$ cat config.mk
export PLATFORM = sky130hd
export DESIGN_NAME = fsb_term_ctl
export DESIGN_NICKNAME = d
export VERILOG_FILES = /design/src/rtl/fsb_term_ctl.sv
export SDC_FILE = /design/constraint.sdc
export NUM_CORES = 1
export LEC_CHECK = 0
export BUFFER_PORTS_ARGS = -buffer_cell sky130_fd_sc_hd__buf_2
export CORE_MARGIN = 2
export CORE_UTILIZATION = 33
export CTS_CLUSTER_DIAMETER = 60
export DETAILED_ROUTE_END_ITERATION = 7
export GPL_TIMING_DRIVEN = 0
export MAX_ROUTING_LAYER = met4
export SYNTH_ARGS = -nofsm -noshare
export SYNTH_HDL_FRONTEND = slang
export SYNTH_SLANG_ARGS = --single-unit
$ cat constraint.sdc
create_clock -name FCLK -period 1.8 [get_ports FCLK]
set_input_delay 0.09 -clock FCLK [delete_from_list [all_inputs] [get_ports FCLK]]
set_output_delay 0.09 -clock FCLK [all_outputs]
set_load 0.01 [all_outputs]
$ cat src/rtl/fsb_term_ctl.sv
// MC68HC000 bus-cycle termination controller: picks a source at cycle start, waits out its
// minimum wait states, then ends the cycle with nDTACK, nVPA or nBERR (timeout).
module fsb_term_ctl #(
   parameter int unsigned           NSRC    = 4,
   parameter int unsigned           WAITW   = 4,
   parameter logic [NSRC*WAITW-1:0] WS      = '0,
   parameter int unsigned           TOW     = 8,
   parameter int unsigned           TIMEOUT = 255
) (
   input  logic            FCLK,
   input  logic            nRESET,
   input  logic            nAS,
   input  logic [NSRC-1:0] CS,
   input  logic [NSRC-1:0] RDY,
   input  logic            IACS,
   output logic            BACT,
   output logic            nDTACK,
   output logic            nVPA,
   output logic            nBERR,
   output logic [NSRC-1:0] TERM
);

   localparam int unsigned    TO_M1   = (TIMEOUT == 0) ? 0 : TIMEOUT - 1;
   localparam logic [TOW-1:0] TO_LAST = TOW'(TO_M1);

   typedef enum logic [1:0] {
      StIdle,
      StWait,
      StHold
   } state_e;

   state_e             state_q, state_d;
   logic [NSRC-1:0]    sel_q, sel_d;
   logic               iack_q, iack_d;
   logic [WAITW-1:0]   wcnt_q, wcnt_d;
   logic [TOW-1:0]     tcnt_q, tcnt_d;
   logic               dtack_q, dtack_d;
   logic               vpa_q, vpa_d;
   logic               berr_q, berr_d;
   logic [NSRC-1:0]    term_q, term_d;
   logic               asrf_q;

   logic [NSRC-1:0]    cs_oh;
   logic [WAITW-1:0]   cs_ws;
   logic               rdy_hit;

   // Lowest-index chip select wins; the source is kept one-hot so TERM is a straight copy.
   always_comb begin
      cs_oh = '0;
      cs_ws = '0;
      for (int i = NSRC - 1; i >= 0; i--) begin
         if (CS[i]) begin
            cs_oh    = '0;
            cs_oh[i] = 1'b1;
            cs_ws    = WS[i*WAITW +: WAITW];
         end
      end
   end

   assign rdy_hit = |(RDY & sel_q);

   always_ff @(negedge FCLK or negedge nRESET) begin
      if (!nRESET) begin
         asrf_q <= 1'b0;
      end else begin
         asrf_q <= !nAS;
      end
   end

   always_ff @(posedge FCLK or negedge nRESET) begin
      if (!nRESET) begin
         state_q <= StIdle;
         sel_q   <= '0;
         iack_q  <= 1'b0;
         wcnt_q  <= '0;
         tcnt_q  <= '0;
         dtack_q <= 1'b0;
         vpa_q   <= 1'b0;
         berr_q  <= 1'b0;
         term_q  <= '0;
      end else begin
         state_q <= state_d;
         sel_q   <= sel_d;
         iack_q  <= iack_d;
         wcnt_q  <= wcnt_d;
         tcnt_q  <= tcnt_d;
         dtack_q <= dtack_d;
         vpa_q   <= vpa_d;
         berr_q  <= berr_d;
         term_q  <= term_d;
      end
   end

   always_comb begin
      state_d = state_q;
      sel_d   = sel_q;
      iack_d  = iack_q;
      wcnt_d  = wcnt_q;
      tcnt_d  = tcnt_q;
      dtack_d = dtack_q;
      vpa_d   = vpa_q;
      berr_d  = berr_q;
      term_d  = term_q;

      unique case (state_q)
         StIdle: begin
            dtack_d = 1'b0;
            vpa_d   = 1'b0;
            berr_d  = 1'b0;
            term_d  = '0;
            if (!nAS) begin
               state_d = StWait;
               sel_d   = cs_oh;
               iack_d  = IACS;
               wcnt_d  = cs_ws;
               tcnt_d  = '0;
            end
         end

         StWait: begin
            if (nAS) begin
               // Aborted cycle: drop back without asserting anything.
               state_d = StIdle;
            end else begin
               if (wcnt_q != '0) begin
                  wcnt_d = wcnt_q - 1'b1;
               end else if (rdy_hit) begin
                  state_d = StHold;
                  dtack_d = !iack_q;
                  vpa_d   = iack_q;
                  term_d  = sel_q;
               end else if ((TIMEOUT != 0) && (tcnt_q == TO_LAST)) begin
                  state_d = StHold;
                  berr_d  = 1'b1;
                  term_d  = '0;
               end
               if (tcnt_q != '1) begin
                  tcnt_d = tcnt_q + 1'b1;
               end
            end
         end

         StHold: begin
            if (nAS) begin
               state_d = StIdle;
               dtack_d = 1'b0;
               vpa_d   = 1'b0;
               berr_d  = 1'b0;
               term_d  = '0;
            end
         end

         default: begin
            state_d = StIdle;
         end
      endcase
   end

   // Strobes are gated by nAS so they release the moment the CPU ends the cycle.
   assign BACT   = !nAS || asrf_q;
   assign nDTACK = !(dtack_q && !nAS);
   assign nVPA   = !(vpa_q && !nAS);
   assign nBERR  = !(berr_q && !nAS);
   assign TERM   = nAS ? '0 : term_q;

   strobe_exclusive_a : assert property (@(posedge FCLK) disable iff (!nRESET)
      $onehot0({dtack_q, vpa_q, berr_q}));

endmodule
== After elaboration in Yosys (flattened, before gate mapping) ==
Index checks and enable logic that the tools add are counted.
Storage, ports and cells
  register bits: 27
  latch bits: 0
  RAM bits: 0
  ROM bits: 0
  bits of input ports: 12
  output and inout port bits: 8
  word-level logic and storage cells: 90
  memories kept: 0
Operators by class
  $add $sub $neg: 2
  multipliers: 0
  div/mod/pow operators: 0
  $lt $le $gt $ge: 0
  equal/unequal tests: 16
  shifts and indexed selects: 0
  muxes and demuxes: 39
  bitwise gates (word level): 2
  reduce and logical (&&, ||, !) cells: 21
Operators with widths (count)
  4-bit 2-to-1 mux: 12
  8-bit 2-to-1 mux: 3
  2-bit inequality test (second input constant): 9
  8-bit one-hot mux with 2 select lines: 1
  4-bit AND reduction: 4
  2-bit 2-to-1 mux: 6
  4-bit one-hot mux with 3 select lines: 1
  1-bit 2-to-1 mux: 11
  1-bit one-hot mux with 3 select lines: 3
  8-bit by 1-bit adder with 8-bit output (second input constant): 1
  8-bit == test (second input constant): 1
  8-bit inequality test (second input constant): 1
  4-bit one-hot mux with 2 select lines: 1
  3-bit inequality test (second input constant): 2
  2-bit one-hot mux with 3 select lines: 1
  6-bit AND reduction: 1
  1-bit zero test: 5
  5-bit AND reduction: 1
  4-bit bitwise AND: 1
  4-bit inequality test (second input constant): 1
  4-bit nonzero test: 1
  4-bit OR reduction: 1
  4-bit by 1-bit subtractor with 4-bit output (second input constant): 1
  1-bit logical AND: 3
  other kinds (8): 8

== Longest topological paths before layout ==
Gate-level depths: netlist of run 1.
  depth after elaboration: 6
  mapped depth: 8
  gate-level depth less buffers: 6

==> results.md, run 1 <==
* Slowest CP cell: dfrtn_1
* Remaining global-route overflow at 0
* Worst-skew pair later-pin latency at 0.28 ns
* Antenna violations before repair at 0
* WP data required at 1.71 ns
* Vias in the first global route at 1268
* NumNets Final at 219
* Worst-Margin Slew at 0.5951 ns
* Max Slew Vio Count at 0
* Maxcap violations at 0
* Drt wl/cell at 13.89 um
* CP endpoint kind: primary output
* Pwr Density at around 1500 nW/um2
* Crit-path max FO at 1
* I/O Buffers at 19
* Cts bufs inserted at 3
* Non-Filler Instances at ~250
* Placed inst area at about 1700 um2
* Post-route cell area at 1956 um2
* Worst vdd ir at 0.5775 mV
* RSZ-0062 raised after global routing: true
* Fin util at 41.96%
* Post-Synth Simple-Gate Area at between 20% and 30%
* DR pass1 iterations at 4
* Drt via density at 5.246
* Die area at ~5300 um2
* Synth Area in XOR/XNOR at 0%
* R2R setup slack at -0.05 ns
* Worst path bufs/invs at 1
* DP Worst Slack at -0.2448 ns
* Leakage at 0.0008728 uW
* Starting Density at around 34%
* Post-synthesis cell area at 1565 um2
* Syn avg cell area at 9.544 um2
* Final Skew at 0.01133 ns
* Commonest cells in the netlist: dfrtp_1, nand2_1, a22o_1, nand3_1, o21ai_1
* DR iter-0 viols at 80
* Post-synth ARST share at 100.0%
* Gpl congestion at 0.7974
* Synth Area in Compound Gates at 21.98%
* Run status: finished, violations left
* Chip height at 72.87 um
* Ranking of synthesized cells by area: dfrtp_1, ha_1, a22o_1, nand2_1, nand3_1
* EDFF count, synth at 0
* Syn Nets at 184
* Die extent in x at between 70 and 80 um
* Failing checks: negative setup slack
* Cell Rows at 25
* Share of cells above drive strength 1 at 27.78%
* Final Hold Fails at 0
* Largest family of logic cells by synthesized area: simple AND/OR/NAND/NOR gates
* CP Launch Type: flip-flop
* Arrival time worst endpoint at 1.78 ns
* Synth Flop Type: dfrtp_1
* Via count at 1322
* Ports at 20
* Final worst slack at -0.07479 ns
* Setup tns final at -0.2708 ns
* Synth unique cells at 47
* Hold Path Cell Cnt at 2
* DPL Wire Length at 2450 um
* Max stage delay on crit path at 0.39 ns
* Synth Area in Adders at 6.395%
* Area share of the largest cell type after synthesis at 41.57%
* Core area at 4661 um2
* CTS tree: done
* Sequential share of the synthesized area at 43.17%
* Crit path kind: flip-flop to primary output
* # diodes at 0
* Headroom to the max-slew limit at 60.33%
* Seq cells post-synth at 27
* Worst Reg-to-Reg Cells at 6
* Mux share of post-synthesis cell area at 1.439%
* Final setup fails at 8
* CTS clk-pin slew, worst paths at 0.10 ns
* Routed Antenna Nets at 0
* Clk root buf: clkbuf_8
* Synth-to-layout area growth at 24.94%
* Crit. path cell count at 2
* Total track usage at between 15 and 20%
* Leading area contributor after synthesis: dfrtp_1
* First-pass GRT wire length at 6196 um
* Cells after DPL at about 240
* Count leader, synth: dfrtp_1
* CP Cell Sequence: nand2b_4, buf_6
* Largest net degree at the start of global routing at 28
* Htree depth at 1
* Cells after synthesis at around 160
* Crit-path leading delay family: flip-flops
* Worst hold path class: input port to flip-flop
* Total Wirelength at around 3500 um
* YS warnings at 0
* DRC Markers at 0
* Total clock sinks at 27
* Clock Path Buffers at 2
* Filler Cell Count at 455
-- cells by family (layout without fill, tap and decap cells) --
| group | Yosys count | after routing |
|---|---|---|
| mux | 2 | 2 |
| simple gates | 66 | 66 |
| buf+inv | 15 | 49 |
| compound gates | 46 | 46 |
| flops | 27 | 27 |
| fa+ha+maj | 8 | 8 |
-- per-layer routing --
layer / up-vias / wire [um] / track usage, % / share of wire (%)
li1: 675 / - / - / -
met1: 638 / 1670 / 20.45 / 48
met2: 7 / 1766 / 24.55 / 50
met3: 2 / 40 / 2.901 / 1.1
met4: 0 / 23 / 1.852 / 0.66
met5: - / 0 / - / 0
-- power breakdown --
part,internal [uW],switching [uW]
clock,155,191
sequential,775,179
combinational,747,823
-- flip-flops by register name (all words and copies together), names as in the netlist --
signal,flops
term_q,4
asrf_q,1
state_q,2
dtack_q,1
sel_q,4
wcnt_q,4
berr_q,1
iack_q,1
vpa_q,1
tcnt_q,8
-- placed cells by master (no fill, tap or decap), types with 4 or more instances in the layout --
| cell type | Yosys | routed |
|---|---|---|
| a21oi_1 | 4 | 4 |
| a22o_1 | 9 | 9 |
| buf_2 | 2 | 18 |
| buf_4 | 0 | 11 |
| dfrtp_1 | 26 | 26 |
| ha_1 | 8 | 6 |
| inv_1 | 8 | 5 |
| nand2_1 | 18 | 18 |
| nand2b_1 | 5 | 4 |
| nand3_1 | 9 | 9 |
| nor2b_1 | 5 | 5 |
| nor3_1 | 6 | 6 |
| o21ai_0 | 4 | 4 |
| o21ai_1 | 9 | 9 |
-- metrics by stage --
stage / power [uW] / hold WS, ns
floorplan: 1857 / -0.2056
detailed placement: 2149 / 0.1358
finish: 2870 / 0.03695
CTS: 2760 / 0.03493
global route: 3140 / 0.03321
global placement: 2137 / 0.1388
-- final timing paths --
check / start / to
setup / recovery: asrf_q$_DFF_NN0_ / BACT
hold / removal: CS[2] / sel_q[2]$_DFFE_PN0P_
setup reg to reg: wcnt_q[1]$_DFFE_PN0P_ / term_q[3]$_DFFE_PN0P_
hold reg to reg: term_q[1]$_DFFE_PN0P_ / term_q[1]$_DFFE_PN0P_
max in group asynchronous: nRESET / asrf_q$_DFF_NN0_
min in group asynchronous: nRESET / term_q[2]$_DFFE_PN0P_
-- area by class of cell --
| class | instances | area, um2 | share of cell area, % |
|---|---|---|---|
| Timing Repair Buffer | 31 | 193.9 | 9.917 |
| Multi-Input combinational cell | 122 | 900.9 | 46.07 |
| Clock inverter | 1 | 5.005 | 0.2559 |
| Tap cell | 54 | 67.56 | 3.455 |
| Sequential cell | 27 | 675.6 | 34.55 |
| Inverter | 9 | 33.78 | 1.727 |
| Clock buffer | 3 | 41.29 | 2.111 |
| Buffer | 5 | 37.54 | 1.919 |
-- what timing repair did --
item	4_1_cts	5_1_grt
pin swaps	5	5
hold buffers	1	0
endpoints found under the setup margin	17	16
buffers inserted	7	4
gates resized for setup	13	8
hold endpoints to repair	26	0
Note: power is estimated with default switching activity, not from simulation.
==> run 2: changes to the inputs <==
--- a/config.mk
+++ b/config.mk
@@ -11,7 +11,6 @@
 export CTS_CLUSTER_DIAMETER = 60
 export DETAILED_ROUTE_END_ITERATION = 7
 export GPL_TIMING_DRIVEN = 0
-export MAX_ROUTING_LAYER = met4
 export SYNTH_ARGS = -nofsm -noshare
 export SYNTH_HDL_FRONTEND = slang
 export SYNTH_SLANG_ARGS = --single-unit
==> run 2 against run 1 <==
Effect of this change:
- the run still ends with negative setup slack left
- combinational power hardly changed
- final cell count stayed put
- worst setup slack hardly changed
- sequential cell count stayed put
- non-clock buffer count stayed put
- clock skew is 0.00082 ns lower
- first-iteration DRC count is 10% lower
- largest cell class unchanged
- largest power group unchanged
- sequential power hardly changed
- register-to-register slack hardly changed
==> results.md, run 2 (synthesis results as in run 1) <==
* CTS clk-pin slew, worst paths at 0.10 ns (about the same)
* Clock power frac at 12.1% (about the same)
* Antenna violations before repair at 0 (unchanged)
* Crit-path max FO at 1 (unchanged)
* Cts bufs inserted at 3 (unchanged)
* Synth-to-layout area growth at 24.94% (unchanged)
* Drt wl/cell at 13.96 um (+0.49%)
* Total clock sinks at 27 (unchanged)
* Largest net degree at the start of global routing at 28 (unchanged)
* Die extent in x at 72.87 um (unchanged)
* Cell Rows at 25 (unchanged)
* Max reg flops at 8 (unchanged)
* Drt via density at 5.258 (+0.23%)
* NumNets Final at 219 (unchanged)
* Worst-Margin Slew at 0.5958 ns (+0.0006613 ns)
* I/O Buffers at 19 (unchanged)
* Core area at 4661 um2 (unchanged)
* Most flop-heavy register: tcnt_q
* Remaining global-route overflow at 0 (unchanged)
* Commonest non-fill, non-tap cell in the layout: dfrtp_1
* Final setup fails at 8 (unchanged)
* Starting Density at 33.58% (unchanged)
* Fin util at 41.96% (unchanged)
* WP data required at 1.71 ns (about the same)
* Psw at 1199 uW (+0.51%)
* Worst Reg-to-Reg Cells at 6 (unchanged)
* Via count at 1325 (+0.23%)
* Reg2Reg Capture Point: term_q[3]$_DFFE_PN0P_
* Most frequent cells in the layout: dfrtp_1, nand2_1, buf_2
* DPL Wire Length at 2450 um (unchanged)
* # diodes at 0 (unchanged)
* Failing checks: negative setup slack
* Htree depth at 1 (unchanged)
* Clock Path Buffers at 2 (unchanged)
* Routed Antenna Nets at 0 (unchanged)
* RSZ-0062 raised after global routing: true
* Maxcap violations at 0 (unchanged)
* R2r startpoint: wcnt_q[1]$_DFFE_PN0P_
* Total Wirelength at 3518 um (+0.49%)
* First-pass GRT wire length at 6196 um (unchanged)
* Crit-path leading delay family: flip-flops
* Final Hold Fails at 0 (unchanged)
* Worst hold start: CS[2]
* Pwr Density at 1471 nW/um2 (+0.25%)
* Chip height at 72.87 um (unchanged)
* Share of cells above drive strength 1 at 27.78% (unchanged)
* CP endpoint kind: primary output
* Total chip power at 2877 uW (+0.25%)
* Slowest CP cell: dfrtn_1
* DR iter-0 viols at 72 (-10%)
* CP Launch Type: flip-flop
* DR pass1 iterations at 4 (unchanged)
* Hold EP: sel_q[2]$_DFFE_PN0P_
* Gpl congestion at 0.7864 (-1.4%)
* R2R setup slack at -0.05 ns (about the same)
* Worst-skew pair later-pin latency at 0.28 ns (about the same)
* Internal power at 1677 uW (about the same)
* Post-route cell area at 1956 um2 (unchanged)
* Crit path kind: flip-flop to primary output
* Run status: finished, violations left
* Total track usage at 14.79% (-0.38 points)
* Final worst slack at -0.07495 ns (-0.0001614 ns)
* Max stage delay on crit path at 0.39 ns (about the same)
* Vias in the first global route at 1274 (+0.47%)
* Headroom to the max-slew limit at 60.28% (about the same)
* Clk root buf: clkbuf_8
* Worst path bufs/invs at 1 (unchanged)
* Combinational power share at 54.7% (about the same)
* Final Skew at 0.01051 ns (-0.0008180 ns)
* Worst hold path class: input port to flip-flop
* DRC Markers at 0 (unchanged)
* CP Cell Sequence: nand2b_4, buf_6
* Arrival time worst endpoint at 1.78 ns (about the same)
* Filler Cell Count at 455 (unchanged)
* Sw Ratio at 41.69% (+0.11 points)
* Placed inst area at 1728 um2 (unchanged)
* Hold Path Cell Cnt at 2 (unchanged)
* CTS tree: done
* Reg power frac at 33.2% (about the same)
* Max Slew Vio Count at 0 (unchanged)
* Leakage at 0.0008728 uW (unchanged)
* Worst vdd ir at 0.5788 mV (+0.23%)
* Die area at 5310 um2 (unchanged)
* Ports at 20 (unchanged)
==> run 2: cell counts in the layout (fill, tap and decap cells not counted) <==
Identical to the previous run, type by type.
==> run 2: area by class of cell <==
| cell class | count | area [um2] | share of cell area [%] |
|---|---|---|---|
| clock inverter | 1 | 5.005 | 0.2559 |
| inverter | 9 | 33.78 | 1.727 |
| buffer | 5 | 37.54 | 1.919 |
| sequential | 27 | 675.6 | 34.55 |
| clock buffer | 3 | 41.29 | 2.111 |
| multi-input combinational | 122 | 900.9 | 46.07 |
| tap | 54 | 67.56 | 3.455 |
| timing repair buffer | 31 | 193.9 | 9.917 |
==> run 2: metrics by stage <==
stage                     instances  hold WS, ns  TNS, ns  setup slack, ns
after detailed placement        237       0.1358   -1.546          -0.2448
after floorplan                 164      -0.2056        0          0.03235
after global routing            252      0.03321  -0.8226          -0.1148
after global placement          237       0.1388   -1.593          -0.2435
final                           252      0.03676  -0.2675         -0.07495
after CTS                       248      0.03493  -0.2810         -0.07242
==> run 2: worst max-delay path by stage <==
stage                                      start               endpoint  cells after the start
after floorplan            wcnt_q[0]$_DFFE_PN0P_  term_q[0]$_DFFE_PN0P_                      6
after global placement    state_q[1]$_DFFE_PN0P_  term_q[2]$_DFFE_PN0P_                      7
after detailed placement  state_q[1]$_DFFE_PN0P_  term_q[3]$_DFFE_PN0P_                      7
after CTS                  wcnt_q[1]$_DFFE_PN0P_  term_q[3]$_DFFE_PN0P_                      6
after global routing       wcnt_q[1]$_DFFE_PN0P_  term_q[3]$_DFFE_PN0P_                      6
final                           asrf_q$_DFF_NN0_                   BACT                      2
==> run 2: what timing repair did <==
item                       CTS  global route
pin swaps                    5             5
hold endpoints to repair    26             0
setup endpoints to repair   17            16
buffers inserted             7             4
gates resized for setup     13             8
hold buffers                 1             0
==> run 2: metal layers <==
layer,track usage [%],wire length (um)
met3,2.901,39
met1,20.71,1702
met5,0,0
met4,1.852,23
met2,24.44,1752
==> run 2: power groups by stage <==
stage | logic [uW] | registers [uW] | clock network, uW
after floorplan | 940 | 917 | 0
after global placement | 1180 | 957 | 0
after detailed placement | 1180 | 965 | 0
after CTS | 1450 | 948 | 362
after global routing | 1760 | 987 | 395
final | 1570 | 954 | 348
==> run 3: changes to the inputs <==
--- a/config.mk
+++ b/config.mk
@@ -11,6 +11,7 @@
 export CTS_CLUSTER_DIAMETER = 60
 export DETAILED_ROUTE_END_ITERATION = 7
 export GPL_TIMING_DRIVEN = 0
+export REMOVE_ABC_BUFFERS = 1
 export SYNTH_ARGS = -nofsm -noshare
 export SYNTH_HDL_FRONTEND = slang
 export SYNTH_SLANG_ARGS = --single-unit
==> run 3 against run 2 <==
Effect of this change:
- the flow still finishes with violations (negative setup slack)
- design area increased by 0.26%
- power is 2.1% higher
- clock power hardly changed
- worst setup slack better by 0.0066 ns
- global-route usage down 1.3 points
- count of clock-buffer cells in the layout is 1 higher
- critical path type unchanged
- highest routed layer unchanged
==> results.md, run 3 (synthesis results as in run 1) <==
* Run status: finished, violations left
* Failing checks: negative setup slack
* Worst-skew pair later-pin latency at 0.27 ns (about the same)
* Arrival time worst endpoint at 1.78 ns (about the same)
* Period minus WS final at roughly 1.9 ns
* Routed Antenna Nets at 0 (unchanged)
* DPL Wire Length at 2415 um (-1.4%)
* DR pass1 iterations at 4 (unchanged)
* CTS clk-pin slew, worst paths at 0.09 ns (about the same)
* DRC Markers at 0 (unchanged)
* Worst vdd ir at 0.4979 mV (-14%)
* Final worst slack at -0.06834 ns (+0.006611 ns)
* Register area at 675.6 um2 (unchanged)
* Cts bufs inserted at 3 (unchanged)
* # diodes at 0 (unchanged)
* Maxcap violations at 0 (unchanged)
* CP Launch Type: flip-flop
* Die extent in x at 72.87 um (unchanged)
* Remaining global-route overflow at 0 (unchanged)
* Clock Path Buffers at 2 (unchanged)
* Setup crit end: BACT
* Final period util at 103.8%
* Max Slew Vio Count at 0 (unchanged)
* First-pass GRT wire length at 5637 um (-9.0%)
* Share of cells above drive strength 1 at 28.57% (+0.79 points)
* Worst-Margin Slew at 0.6251 ns (+0.02937 ns)
* Synth-to-layout area growth at 25.26%
* Final setup fails at 6 (-2)
* Filler Cell Count at 457 (+0.44%)
* Final Hold Fails at 0 (unchanged)
* Worst Reg-to-Reg Cells at 6 (unchanged)
* CTS tree: done
* Drt via density at 5.436 (+3.4%)
* Crit path kind: flip-flop to primary output
* Antenna violations before repair at 0 (unchanged)
* Chip height at 72.87 um (unchanged)
* Largest net degree at the start of global routing at 28 (unchanged)
* R2R setup slack at -0.06 ns (about the same)
* R2r startpoint: wcnt_q[1]$_DFFE_PN0P_
* Starting Density at 33.58% (unchanged)
* Worst hold path class: input port to flip-flop
* Ports at 20 (unchanged)
* Most flop-heavy register: tcnt_q
* RSZ-0062 raised after global routing: true
* Vias in the first global route at 1245 (-2.3%)
* Non-Filler Instances at 250 (-0.79%)
* I/O Buffers at 19 (unchanged)
* Core area at 4661 um2 (unchanged)
* Total track usage at 13.48% (-1.3 points)
* Multi-input logic area at 918.4 um2 (+1.9%)
* Final Skew at 0.005106 ns (-0.005407 ns)
* Total Wirelength at 3644 um (+3.6%)
* Setup crit start: asrf_q$_DFF_NN0_
* Max reg flops at 8 (unchanged)
* Leakage at 0.0008625 uW (-1.2%)
* Total clock sinks at 27 (unchanged)
* Commonest non-fill, non-tap cell in the layout: dfrtp_1
* Reg2Reg Capture Point: term_q[2]$_DFFE_PN0P_
* NumNets Final at 217 (-0.91%)
* Pwr Density at 1498 nW/um2 (+1.8%)
* WP data required at 1.71 ns (about the same)
* CP endpoint kind: primary output
* Htree depth at 1 (unchanged)
* Cell Rows at 25 (unchanged)
* Setup tns final at -0.2848 ns (-0.01733 ns)
* Gpl congestion at 0.7408 (-5.8%)
* Total chip power at 2937 uW (+2.1%)
* Cells after DPL at 231 (-2.5%)
* WHS at 0.05150 ns (+0.01473 ns)
* Clk root buf: clkbuf_8
* Fmax at between 500 and 600 MHz
* DR iter-0 viols at 70 (-2.8%)
* Headroom to the max-slew limit at 58.32% (-2.0 points)
* Crit-path max FO at 1 (unchanged)
* Via count at 1359 (+2.6%)
* Most frequent cells in the layout: dfrtp_1, nand2_1, buf_2
* Die area at 5310 um2 (unchanged)
* Drt wl/cell at 14.58 um (+4.4%)
-- run 3: layout make-up --
cell class	count	area share [%]
multi-input cells	122	46.84
flip-flops and latches	27	34.46
repair buffers	34	11.04
well taps	54	3.446
clock buffers	4	2.297
inverters	9	1.914
-- run 3: how the worst min path moves through the flow --
stage | slack, ns | startpoint | depth (start not counted) | end
2_1_floorplan | -0.21 | nRESET | 0 | berr_q$_DFFE_PN0P_
3_3_place_gp | 0.14 | nRESET | 1 | term_q[3]$_DFFE_PN0P_
3_5_place_dp | 0.15 | nRESET | 1 | term_q[0]$_DFFE_PN0P_
4_1_cts | 0.05 | IACS | 2 | iack_q$_DFFE_PN0P_
5_1_grt | 0.07 | CS[2] | 2 | sel_q[2]$_DFFE_PN0P_
6_report | 0.05 | IACS | 2 | iack_q$_DFFE_PN0P_
-- run 3: worst max-delay path, cell delays in order, from the launching register on --
cell and delay, ns:
dfrtn_1 0.39, nand2b_4 0.11, buf_6 0.10
-- run 3: routing by layer --
layer	global-route usage, %	part of all wire, %
met4	4.938	1.6
met2	21.62	47
met1	19.20	49
met5	0	0
met3	0.8287	2.4
-- run 3: power breakdown --
group | internal, uW | switching, uW
registers | 775 | 182
clock network | 159 | 192
logic | 768 | 861
-- run 3: timing repair --
action / CTS / global route
endpoints found under the setup margin: 22 / 19
gates resized for setup: 11 / 8
hold buffers: 1 / 0
hold endpoints to repair: 26 / 0
pin swaps: 4 / 3
buffers inserted: 10 / 4
-- run 3: metrics by stage --
stage | util [%] | worst slack (ns) | instance area, um2
global placement | 36.54 | -0.6781 | 1703
finish | 42.07 | -0.06834 | 1961
CTS | 40.54 | -0.06751 | 1889
detailed placement | 36.54 | -0.7308 | 1703
floorplan | - | -0.2419 | 1540
global route | 42.07 | -0.1273 | 1961
